===== src/rtl/brubber_rom_loader.sv =====
`default_nettype none
// +------------------------------------------------------------------------+
// | brubber_rom_loader                                                     |
// | Steers HPS ROM download bytes to per-region write ports, captures DIP  |
// | bytes and holds the core in reset until a complete, valid load.        |
// | Revision: 1.0                                                          |
// +------------------------------------------------------------------------+
module brubber_rom_loader #(
  parameter logic [17:0] ROM_SIZE       = 18'h18020,
  parameter int          RELEASE_CYCLES = 16
) (
  input  logic        clk_sys,
  input  logic        reset_n,
  input  logic        ioctl_download,
  input  logic        ioctl_wr,
  input  logic [7:0]  ioctl_index,
  input  logic [24:0] ioctl_addr,
  input  logic [7:0]  ioctl_dout,
  output logic [16:0] rom_addr,
  output logic [7:0]  rom_data,
  output logic        cpu_we,
  output logic        snd_we,
  output logic        fg_we,
  output logic        bg_we,
  output logic        prom_we,
  output logic [7:0]  dsw1,
  output logic [7:0]  dsw2,
  output logic [7:0]  checksum,
  output logic        loaded,
  output logic        load_err,
  output logic        core_reset
);

  localparam logic [24:0] c_cpu_base  = 25'h00000;
  localparam logic [24:0] c_snd_base  = 25'h0C000;
  localparam logic [24:0] c_fg_base   = 25'h0E000;
  localparam logic [24:0] c_bg_base   = 25'h16000;
  localparam logic [24:0] c_prom_base = 25'h18000;
  localparam logic [24:0] c_rom_end   = 25'h18020;

  localparam int c_hold_w = (RELEASE_CYCLES > 1) ? $clog2(RELEASE_CYCLES) : 1;
  localparam logic [c_hold_w-1:0] c_hold_last = c_hold_w'(RELEASE_CYCLES - 1);

  typedef enum logic [2:0] {
    ST_IDLE = 3'd0,
    ST_LOAD = 3'd1,
    ST_HOLD = 3'd2,
    ST_RUN  = 3'd3,
    ST_ERR  = 3'd4
  } state_t;

  state_t              r_state;
  logic                r_dl_q;
  logic [17:0]         r_count;
  logic                r_ovf;
  logic [c_hold_w-1:0] r_hold_cnt;

  logic        w_dl_rise;
  logic        w_dl_fall;
  logic        w_rom_idx;
  logic        w_dip_wr;
  logic        w_accept;
  logic        w_in_size;
  logic [4:0]  w_region;
  logic [16:0] w_base;
  logic [16:0] w_offset;
  logic [17:0] w_count_nx;
  logic [7:0]  w_cksum_nx;
  logic        w_ovf_nx;
  logic [17:0] w_count_eff;
  logic        w_ovf_eff;
  logic        w_load_ok;

  assign w_dl_rise = ioctl_download & ~r_dl_q;
  assign w_dl_fall = ~ioctl_download & r_dl_q;
  assign w_rom_idx = (ioctl_index == 8'd0);
  assign w_dip_wr  = ioctl_wr && (ioctl_index == 8'd254) && (ioctl_addr[24:1] == 24'd0);
  assign w_accept  = (r_state == ST_LOAD) && ioctl_wr && w_rom_idx;
  assign w_in_size = (ioctl_addr < {7'd0, ROM_SIZE});

  // Region order within w_region matches {cpu, snd, fg, bg, prom}.
  always_comb begin
    w_region = 5'b00000;
    w_base   = c_cpu_base[16:0];
    if (ioctl_addr < c_snd_base) begin
      w_region = 5'b10000;
      w_base   = c_cpu_base[16:0];
    end else if (ioctl_addr < c_fg_base) begin
      w_region = 5'b01000;
      w_base   = c_snd_base[16:0];
    end else if (ioctl_addr < c_bg_base) begin
      w_region = 5'b00100;
      w_base   = c_fg_base[16:0];
    end else if (ioctl_addr < c_prom_base) begin
      w_region = 5'b00010;
      w_base   = c_bg_base[16:0];
    end else if (ioctl_addr < c_rom_end) begin
      w_region = 5'b00001;
      w_base   = c_prom_base[16:0];
    end
  end

  assign w_offset   = ioctl_addr[16:0] - w_base;
  assign w_count_nx = (r_count == 18'h3FFFF) ? r_count : r_count + 18'd1;
  assign w_cksum_nx = checksum + ioctl_dout;
  assign w_ovf_nx   = r_ovf | ~w_in_size;

  // A byte landing on the same edge as the download falling edge counts toward completion.
  assign w_count_eff = w_accept ? w_count_nx : r_count;
  assign w_ovf_eff   = w_accept ? w_ovf_nx : r_ovf;
  assign w_load_ok   = (w_count_eff == ROM_SIZE) && !w_ovf_eff;

  always_ff @(posedge clk_sys or negedge reset_n) begin
    if (!reset_n) begin
      r_state    <= ST_IDLE;
      // Held high so a download still active across reset is not seen as a new edge.
      r_dl_q     <= 1'b1;
      r_count    <= 18'd0;
      r_ovf      <= 1'b0;
      r_hold_cnt <= '0;
      rom_addr   <= 17'd0;
      rom_data   <= 8'd0;
      cpu_we     <= 1'b0;
      snd_we     <= 1'b0;
      fg_we      <= 1'b0;
      bg_we      <= 1'b0;
      prom_we    <= 1'b0;
      dsw1       <= 8'h00;
      dsw2       <= 8'h00;
      checksum   <= 8'd0;
      loaded     <= 1'b0;
      load_err   <= 1'b0;
      core_reset <= 1'b1;
    end else begin
      r_dl_q  <= ioctl_download;
      cpu_we  <= 1'b0;
      snd_we  <= 1'b0;
      fg_we   <= 1'b0;
      bg_we   <= 1'b0;
      prom_we <= 1'b0;

      if (w_dip_wr) begin
        if (ioctl_addr[0]) dsw2 <= ioctl_dout;
        else               dsw1 <= ioctl_dout;
      end

      if (w_accept) begin
        r_count  <= w_count_nx;
        checksum <= w_cksum_nx;
        r_ovf    <= w_ovf_nx;
        if (w_in_size) begin
          rom_addr <= w_offset;
          rom_data <= ioctl_dout;
          {cpu_we, snd_we, fg_we, bg_we, prom_we} <= w_region;
        end
      end

      case (r_state)
        ST_LOAD: begin
          if (w_dl_fall) begin
            if (w_load_ok) begin
              r_state    <= ST_HOLD;
              r_hold_cnt <= '0;
            end else begin
              r_state  <= ST_ERR;
              load_err <= 1'b1;
            end
          end
        end
        ST_HOLD: begin
          if (w_dl_rise && w_rom_idx) begin
            r_state <= ST_LOAD;
            r_count <= 18'd0;
            checksum <= 8'd0;
            r_ovf   <= 1'b0;
          end else if (r_hold_cnt == c_hold_last) begin
            r_state    <= ST_RUN;
            loaded     <= 1'b1;
            core_reset <= 1'b0;
          end else begin
            r_hold_cnt <= r_hold_cnt + 1'b1;
          end
        end
        ST_IDLE, ST_RUN, ST_ERR: begin
          if (w_dl_rise && w_rom_idx) begin
            r_state    <= ST_LOAD;
            r_count    <= 18'd0;
            checksum   <= 8'd0;
            r_ovf      <= 1'b0;
            loaded     <= 1'b0;
            load_err   <= 1'b0;
            core_reset <= 1'b1;
          end
        end
        default: begin
          r_state    <= ST_IDLE;
          loaded     <= 1'b0;
          load_err   <= 1'b0;
          core_reset <= 1'b1;
        end
      endcase
    end
  end

endmodule
`default_nettype wire

===== config.mk =====
export PLATFORM = sky130hd
export DESIGN_NAME = brubber_rom_loader
export DESIGN_NICKNAME = d
export VERILOG_FILES = /design/src/rtl/brubber_rom_loader.sv
export SDC_FILE = /design/constraint.sdc
export NUM_CORES = 1
export LEC_CHECK = 0
export ABC_AREA = 1
export CAP_MARGIN = 15
export CELL_PAD_IN_SITES_DETAIL_PLACEMENT = 0
export CELL_PAD_IN_SITES_GLOBAL_PLACEMENT = 1
export CORE_UTILIZATION = 25
export CTS_CLUSTER_DIAMETER = 40
export DETAILED_ROUTE_END_ITERATION = 8
export DONT_BUFFER_PORTS = 1
export PLACE_DENSITY_LB_ADDON = 0.1
export SLEW_MARGIN = 30
export SYNTH_ARGS = -nofsm -noshare
export SYNTH_HDL_FRONTEND = slang
export SYNTH_SLANG_ARGS = --single-unit

===== constraint.sdc =====
create_clock -name clk_sys -period 2.4 [get_ports clk_sys]
set_input_delay 0.48 -clock clk_sys [delete_from_list [all_inputs] [get_ports clk_sys]]
set_output_delay 0.48 -clock clk_sys [all_outputs]
set_load 0.01 [all_outputs]

# After elaboration in Yosys (flattened, before gate mapping)
# Cells that the tools add are included.
[word_totals] reg_bits=84 in_bits=45 output_inout_bits=57 word_cells=123
[op_classes] addsub=4 magnitude_cmp=5 n_eq_ne=16 n_mux=51 n_bitwise=9 reduce_logical=20
[op_table] op="$mux W17" count=5
[op_table] op="$lt A25 B17 Y1 const B" count=3
[op_table] op="$mux W18" count=4
[op_table] op="$lt A25 B16 Y1 const B" count=2
[op_table] op="$logic_not A24 Y1" count=1
[op_table] op="$mux W8" count=3
[op_table] op="$mux W1" count=21
[op_table] op="$mux W4" count=5
[op_table] op="$add A18 B1 Y18 const B" count=1
[op_table] op="$eq A18 B17 Y1 const B" count=1
[op_table] op="$eq A18 B18 Y1 const B" count=1
[op_table] op="$mux W3" count=6
[op_table] op="$sub A17 B17 Y17" count=1
[op_table] op="$ne A2 B2 Y1 const B" count=7
[op_table] op="$pmux W1 S3" count=3
[op_table] op="$pmux W3 S3" count=1
[op_table] op="$add A8 B8 Y8" count=1
[op_table] op="$eq A8 B8 Y1 const B" count=1
[op_table] op="$logic_not A8 Y1" count=1
[op_table] op="$pmux W4 S2" count=1
[op_table] op="$reduce_and A4 Y1" count=2
[op_table] op="$eq A3 B2 Y1 const B" count=2
[op_table] op="$logic_and A1 B1 Y1" count=6
[op_table] op="$not A1 Y1" count=6
[op_table] op="17 further kinds" count=20

# Logic depth before layout (Yosys ltp)
[logic_depth] depth_word=9 ltp_mapped=18 ltp_nobuf=18

# Least setup slack after synthesis
# OpenSTA, ideal clock, no wires.
[synth_path] path_kind="in2reg" start="input port ioctl_addr[21]" end="register rom_addr[16]" setup_time_ns=0.083 t_arrival_ns=2.120 required_ns=2.317 path_slack_ns=0.197 cell_stages=13 path_buffers=0 cell_sequence="nor2_1 nand2_1 nor2_1 nand2_1 a31oi_1 inv_1 nand2_1 nand2_1 ha_1 a21oi_1 nand2_1 xor2_1 o21ai_0"
[synth_between] elab_chain_cells=7 word_cells_on_any_way=12 cone_classes="1 x add/sub; 5 x order compare; 5 x mux; 1 x reduce/logical"
[synth_lines] element="from (decl)" line_no="17" rtl="input logic [24:0] ioctl_addr,"
[synth_lines] element="$lt A25 B17 Y1" line_no="79, 97"
[synth_lines] element="$mux W17" line_no="97" rtl="end else if (ioctl_addr < c_rom_end) begin"
[synth_lines] element="$mux W17" line_no="94" rtl="end else if (ioctl_addr < c_prom_base) begin"
[synth_lines] element="$mux W17" line_no="91" rtl="end else if (ioctl_addr < c_bg_base) begin"
[synth_lines] element="$mux W17" line_no="88" rtl="end else if (ioctl_addr < c_fg_base) begin"
[synth_lines] element="$mux W17" line_no="85" rtl="if (ioctl_addr < c_snd_base) begin"
[synth_lines] element="$sub A17 B17 Y17" line_no="103" rtl="assign w_offset = ioctl_addr[16:0] - w_base;"
[synth_lines] element="to (signal assigned)" line_no="152" rtl="rom_addr <= w_offset;"
[synth_lines] element="to (decl)" line_no="19" rtl="output logic [16:0] rom_addr,"
# Several ways; a longest one is shown, not always the timed one.
# A chain may end at the register's enable or synchronous reset.

# Worst setup path after layout
[layout_path] start="register r_count[0]" end="register r_hold_cnt[0]"
[layout_between] elab_chain_cells=7 word_cells_on_any_way=8 cone_classes="1 x add/sub; 3 x eq/ne; 2 x mux; 2 x reduce/logical"
[layout_lines] element="from (decl)" line_no="54" rtl="logic [17:0] r_count;"
[layout_lines] element="from (signal assigned)" line_no="148" rtl="r_count <= w_count_nx;"
[layout_lines] element="$add A18 B1 Y18 / $eq A18 B18 Y1 (equally long branches)" line_no="104" rtl="assign w_count_nx = (r_count == 18'h3FFFF) ? r_count : r_count + 18'd1;"
[layout_lines] element="$mux W18" line_no="104"
[layout_lines] element="$mux W18 (*)" line_no="109" rtl="assign w_count_eff = w_accept ? w_count_nx : r_count;"
[layout_lines] element="$eq A18 B17 Y1 (*)" line_no="111" rtl="assign w_load_ok = (w_count_eff == ROM_SIZE) && !w_ovf_eff;"
[layout_lines] element="$logic_and A1 B1 Y1 (*)" line_no="111"
[layout_lines] element="$ne A2 B2 Y1 (no source line) (*)"
[layout_lines] element="$reduce_and A5 Y1 (no source line) (*)"
[layout_lines] element="to (signal assigned)" line_no="181" rtl="r_hold_cnt <= r_hold_cnt + 1'b1;"
[layout_lines] element="to (decl)" line_no="56" rtl="logic [c_hold_w-1:0] r_hold_cnt;"
# Every way passes the cells marked *; elsewhere a longest branch is shown, timed or not.

==> flow_summary.json <==
{
  "status": "finished, violations left",
  "violations": "negative hold slack",
  "weighted_congestion_at_the_end_of_routability_driven_global_placement": 0.8197,
  "final_period_minus_worst_setup_slack_ns": 2.259,
  "antenna_found_initial": 0,
  "setup_viol_count_final": 0,
  "synth-main-ff-cell": "sky130_fd_sc_hd__dfrtp_1",
  "fillers": 1976,
  "grt_start_max_net_pins": 85,
  "grt_pass1_vias": 3858,
  "maxClockFrequency_mhz": 442.6,
  "clock_tree_from_tritoncts": "yes",
  "yosys_register_bits": 84,
  "synth-edff-count": 0,
  "critPathCaptureType": "flip-flop",
  "wl_per_cell_um": 15.15,
  "placed_cell_area_um2": 5027,
  "fin_crit_sh_pct": 94.13,
  "yosysSeqAreaShare_pct": 45.48,
  "firstDrtPassIters": 5,
  "preCtsSetupSlack_ns": -0.09527,
  "ir_worst_vdd_mv": 0.3550,
  "overflow": 0,
  "timing_max_transition_violations_final": 0,
  "routed_wirelength_um": 13120,
  "final.setup.tns_ns": 0,
  "start_kind": "flip-flop",
  "clkSinkCount": 84,
  "worstRegToRegCells": 16,
  "clock_tree.htree_level_count": 3,
  "power_w": 0.003406,
  "avgSynthCellArea_um2": 7.585,
  "crit_arrival_ns": 2.50,
  "synthDistinctLibCells": 36,
  "clk_pin_slew_worst_paths_ns": 0.07,
  "yosys.area.top_type_share_pct": 44.35,
  "die_area_um2": 19060,
  "criticalPathCategory": "flip-flop to flip-flop",
  "area.sequential_um2": 2106,
  "startpoint": "r_count[0]",
  "hold_class": "primary input to async pin",
  "area_delta_synth_final_pct": 16.71,
  "worst_pin_slew_ns": 0.4254,
  "clkPwrFrac_pct": 41.8,
  "initial_core_util_pct": 25.67,
  "timing.slew.headroom_pct": 71.38,
  "syn-cell-area_um2": 4627,
  "antennaDiodeCount": 0,
  "drtAntennaViolNets": 0,
  "layout-drive-gt1-share_pct": 12.56,
  "io_pins": 102,
  "postSynthNetCount": 669,
  "die_height_um": 138.0,
  "finalWorstSetupSlack_ns": 0.1409,
  "p_per_area_nw_per_um2": 630.6,
  "cap_viol_max_count": 0,
  "hold_ws_ns": -0.1780,
  "power.sequential.fraction_pct": 45.2,
  "row_count": 49,
  "regToRegStartpoint": "r_count[0]",
  "critical_path.reg2reg.endpoint": "r_hold_cnt[0]",
  "power.combinational.fraction_pct": 13.0,
  "die_x_um": 138.0,
  "grt.total_usage_pct": 14.29,
  "timing.clock.skew_ns": 0.01100,
  "yosysTopAreaCell": "sky130_fd_sc_hd__dfrtp_1",
  "switchingPower_w": 0.001029,
  "ys_async_sr_fraction_pct": 100.0,
  "utilization_pct": 29.96,
  "synth_cells": 610,
  "timing.reg2reg.setup_slack_ns": 0.14,
  "cp.required_ns": 2.64,
  "detail_route.drc_violations": 0,
  "buffer_ports.inserted": 0,
  "multi_input_combinational_cell_area_um2": 2262,
  "hold_viol_final": 82,
  "p_leak_nw": 2.689,
  "worstSkewPairLatency_ns": 0.35,
  "power_switching_share_pct": 30.22,
  "maximum_fanout_count_along_the_critical_path": 8,
  "ys_warns": 0,
  "p_int_w": 0.002376,
  "design.core.area_um2": 18020,
  "detail_route.vias_per_cell": 4.533,
  "detailed_placement_hpwl_um": 9963,
  "nets": 691,
  "cts-root-to-sink-buffers": 2,
  "vias": 3926,
  "number_of_clock_buffers_inserted_by_tritoncts": 9,
  "dr.first_iter.drc_count": 179,
  "yosys-top-cells-area": "sky130_fd_sc_hd__dfrtp_1, sky130_fd_sc_hd__nand2_1, sky130_fd_sc_hd__o21ai_0, sky130_fd_sc_hd__nor2_1, sky130_fd_sc_hd__inv_1",
  "stdcell_area_um2": 5400,
  "wire_length_of_the_first_global_routing_pass_um": 21500,
  "cts_root_buffer": "sky130_fd_sc_hd__clkbuf_16"
}
[power by group through the flow]
stage	sequential [W]	clock [W]	combinational [W]
after floorplan	0.00156	0	0.000313
after global placement	0.00156	0	0.000427
after detailed placement	0.00156	0	0.000428
after CTS	0.00154	0.00149	0.000431
after global routing	0.00155	0.00155	0.000508
final	0.00154	0.00142	0.000443
[layout by cell type, fill, tap and decap left out, types with 3 or more instances in the layout]
cell type and n:
sky130_fd_sc_hd__inv_1 65, sky130_fd_sc_hd__nand4_1 11, sky130_fd_sc_hd__inv_8 3, sky130_fd_sc_hd__a21oi_1 25
sky130_fd_sc_hd__inv_2 3, sky130_fd_sc_hd__clkinv_4 3, sky130_fd_sc_hd__nor4_1 3, sky130_fd_sc_hd__nand3_1 39
sky130_fd_sc_hd__nor2_2 10, sky130_fd_sc_hd__nor2_4 5, sky130_fd_sc_hd__nand2_4 4, sky130_fd_sc_hd__nand2_1 174
sky130_fd_sc_hd__xor2_1 4, sky130_fd_sc_hd__nor2_1 66, sky130_fd_sc_hd__xnor2_1 5, sky130_fd_sc_hd__nand2_2 3
sky130_fd_sc_hd__clkbuf_16 9, sky130_fd_sc_hd__dfrtp_1 81, sky130_fd_sc_hd__or2_2 3, sky130_fd_sc_hd__buf_4 22
sky130_fd_sc_hd__nor3_1 9, sky130_fd_sc_hd__ha_1 11, sky130_fd_sc_hd__o21ai_0 52
[cell usage after synthesis, drive strengths merged, types with 2 or more instances]
cell type	number
a21oi	27
a31oi	2
buf	4
clkbuf	8
dfrtp	82
dfstp	2
fa	2
ha	12
inv	68
nand2	181
nand3	43
nand3b	2
nand4	12
nor2	81
nor3	11
nor4	3
o21ai	53
or2	3
xnor2	5
xor2	4
[cells by family (layout without fill, tap and decap cells)]
logic type,Yosys count,count (layout),share of synthesized area [%]
and+or+nand+nor,337,337,32.50
AOI/OAI and AO/OA,85,85,9.384
DFF,84,84,45.48
buffers and inverters,81,108,6.814
adders and majority gates,14,14,4.110
xor gates and xnor gates,9,9,1.704
[timing repair]
item | 4_1_cts | 5_1_grt
setup endpoints to repair | 0 | 6
setup buffers | 0 | 2
hold endpoints to repair | 84 | 84
gates resized for setup | 0 | 13
[stage by stage]
stage | cells | hold slack, ns
floorplan | 610 | 0.1844
global placement | 848 | 0.1883
detailed placement | 848 | 0.1877
CTS | 864 | -0.1985
global route | 866 | -0.2022
finish | 866 | -0.1780
[worst max-delay path, stage by stage, from the launching register on]
cell and delay (ns):
sky130_fd_sc_hd__dfrtp_1 0.41, sky130_fd_sc_hd__ha_4 0.18, sky130_fd_sc_hd__inv_1 0.09, sky130_fd_sc_hd__nor2_4 0.05
sky130_fd_sc_hd__nand2_4 0.12, sky130_fd_sc_hd__inv_2 0.06, sky130_fd_sc_hd__nand3_4 0.12, sky130_fd_sc_hd__buf_4 0.16
sky130_fd_sc_hd__nand3_1 0.08, sky130_fd_sc_hd__a21oi_2 0.19, sky130_fd_sc_hd__nand3_1 0.15, sky130_fd_sc_hd__nor2_2 0.16
sky130_fd_sc_hd__nand2_2 0.10, sky130_fd_sc_hd__nand2_4 0.10, sky130_fd_sc_hd__nand2_4 0.06, sky130_fd_sc_hd__nand2_1 0.07
sky130_fd_sc_hd__nand2_1 0.05
[state kept, by name, summed over array words and instances, names as in the netlist]
name and cells:
r_count 18, rom_addr 17, checksum 8, dsw1 8, dsw2 8, rom_data 8, r_hold_cnt 4, r_state 3
bg_we 1, core_reset 1, cpu_we 1, fg_we 1, load_err 1, loaded 1, prom_we 1, r_dl_q 1
r_ovf 1, snd_we 1
[worst max path at each step]
stage	endpoint	slack (ns)	cells after the start
2_1_floorplan	rom_addr[16]	0.20	13
3_3_place_gp	r_hold_cnt[3]	-0.16	15
3_5_place_dp	r_hold_cnt[0]	-0.1	15
4_1_cts	r_hold_cnt[0]	0.02	16
5_1_grt	r_hold_cnt[1]	-0.03	16
6_report	r_hold_cnt[0]	0.14	16
[cell type report]
cell class                      count  share of cell area (%)
Tap cell                          229                   5.306
Clock inverter                      7                   1.413
Inverter                           69                   4.796
Timing Repair Buffer               23                   3.429
Sequential cell                    84                   38.99
Multi-Input combinational cell    445                   41.89
Clock buffer                        9                   4.171
[routing by layer]
layer	track usage, %	vias up	share of wire [%]
li1	-	1998	-
met1	19.49	1817	49
met2	21.97	100	44
met3	4.191	11	6.0
met4	3.817	0	1.1
met5	0	-	0
No activity file was read; power rests on OpenSTA's default activity.
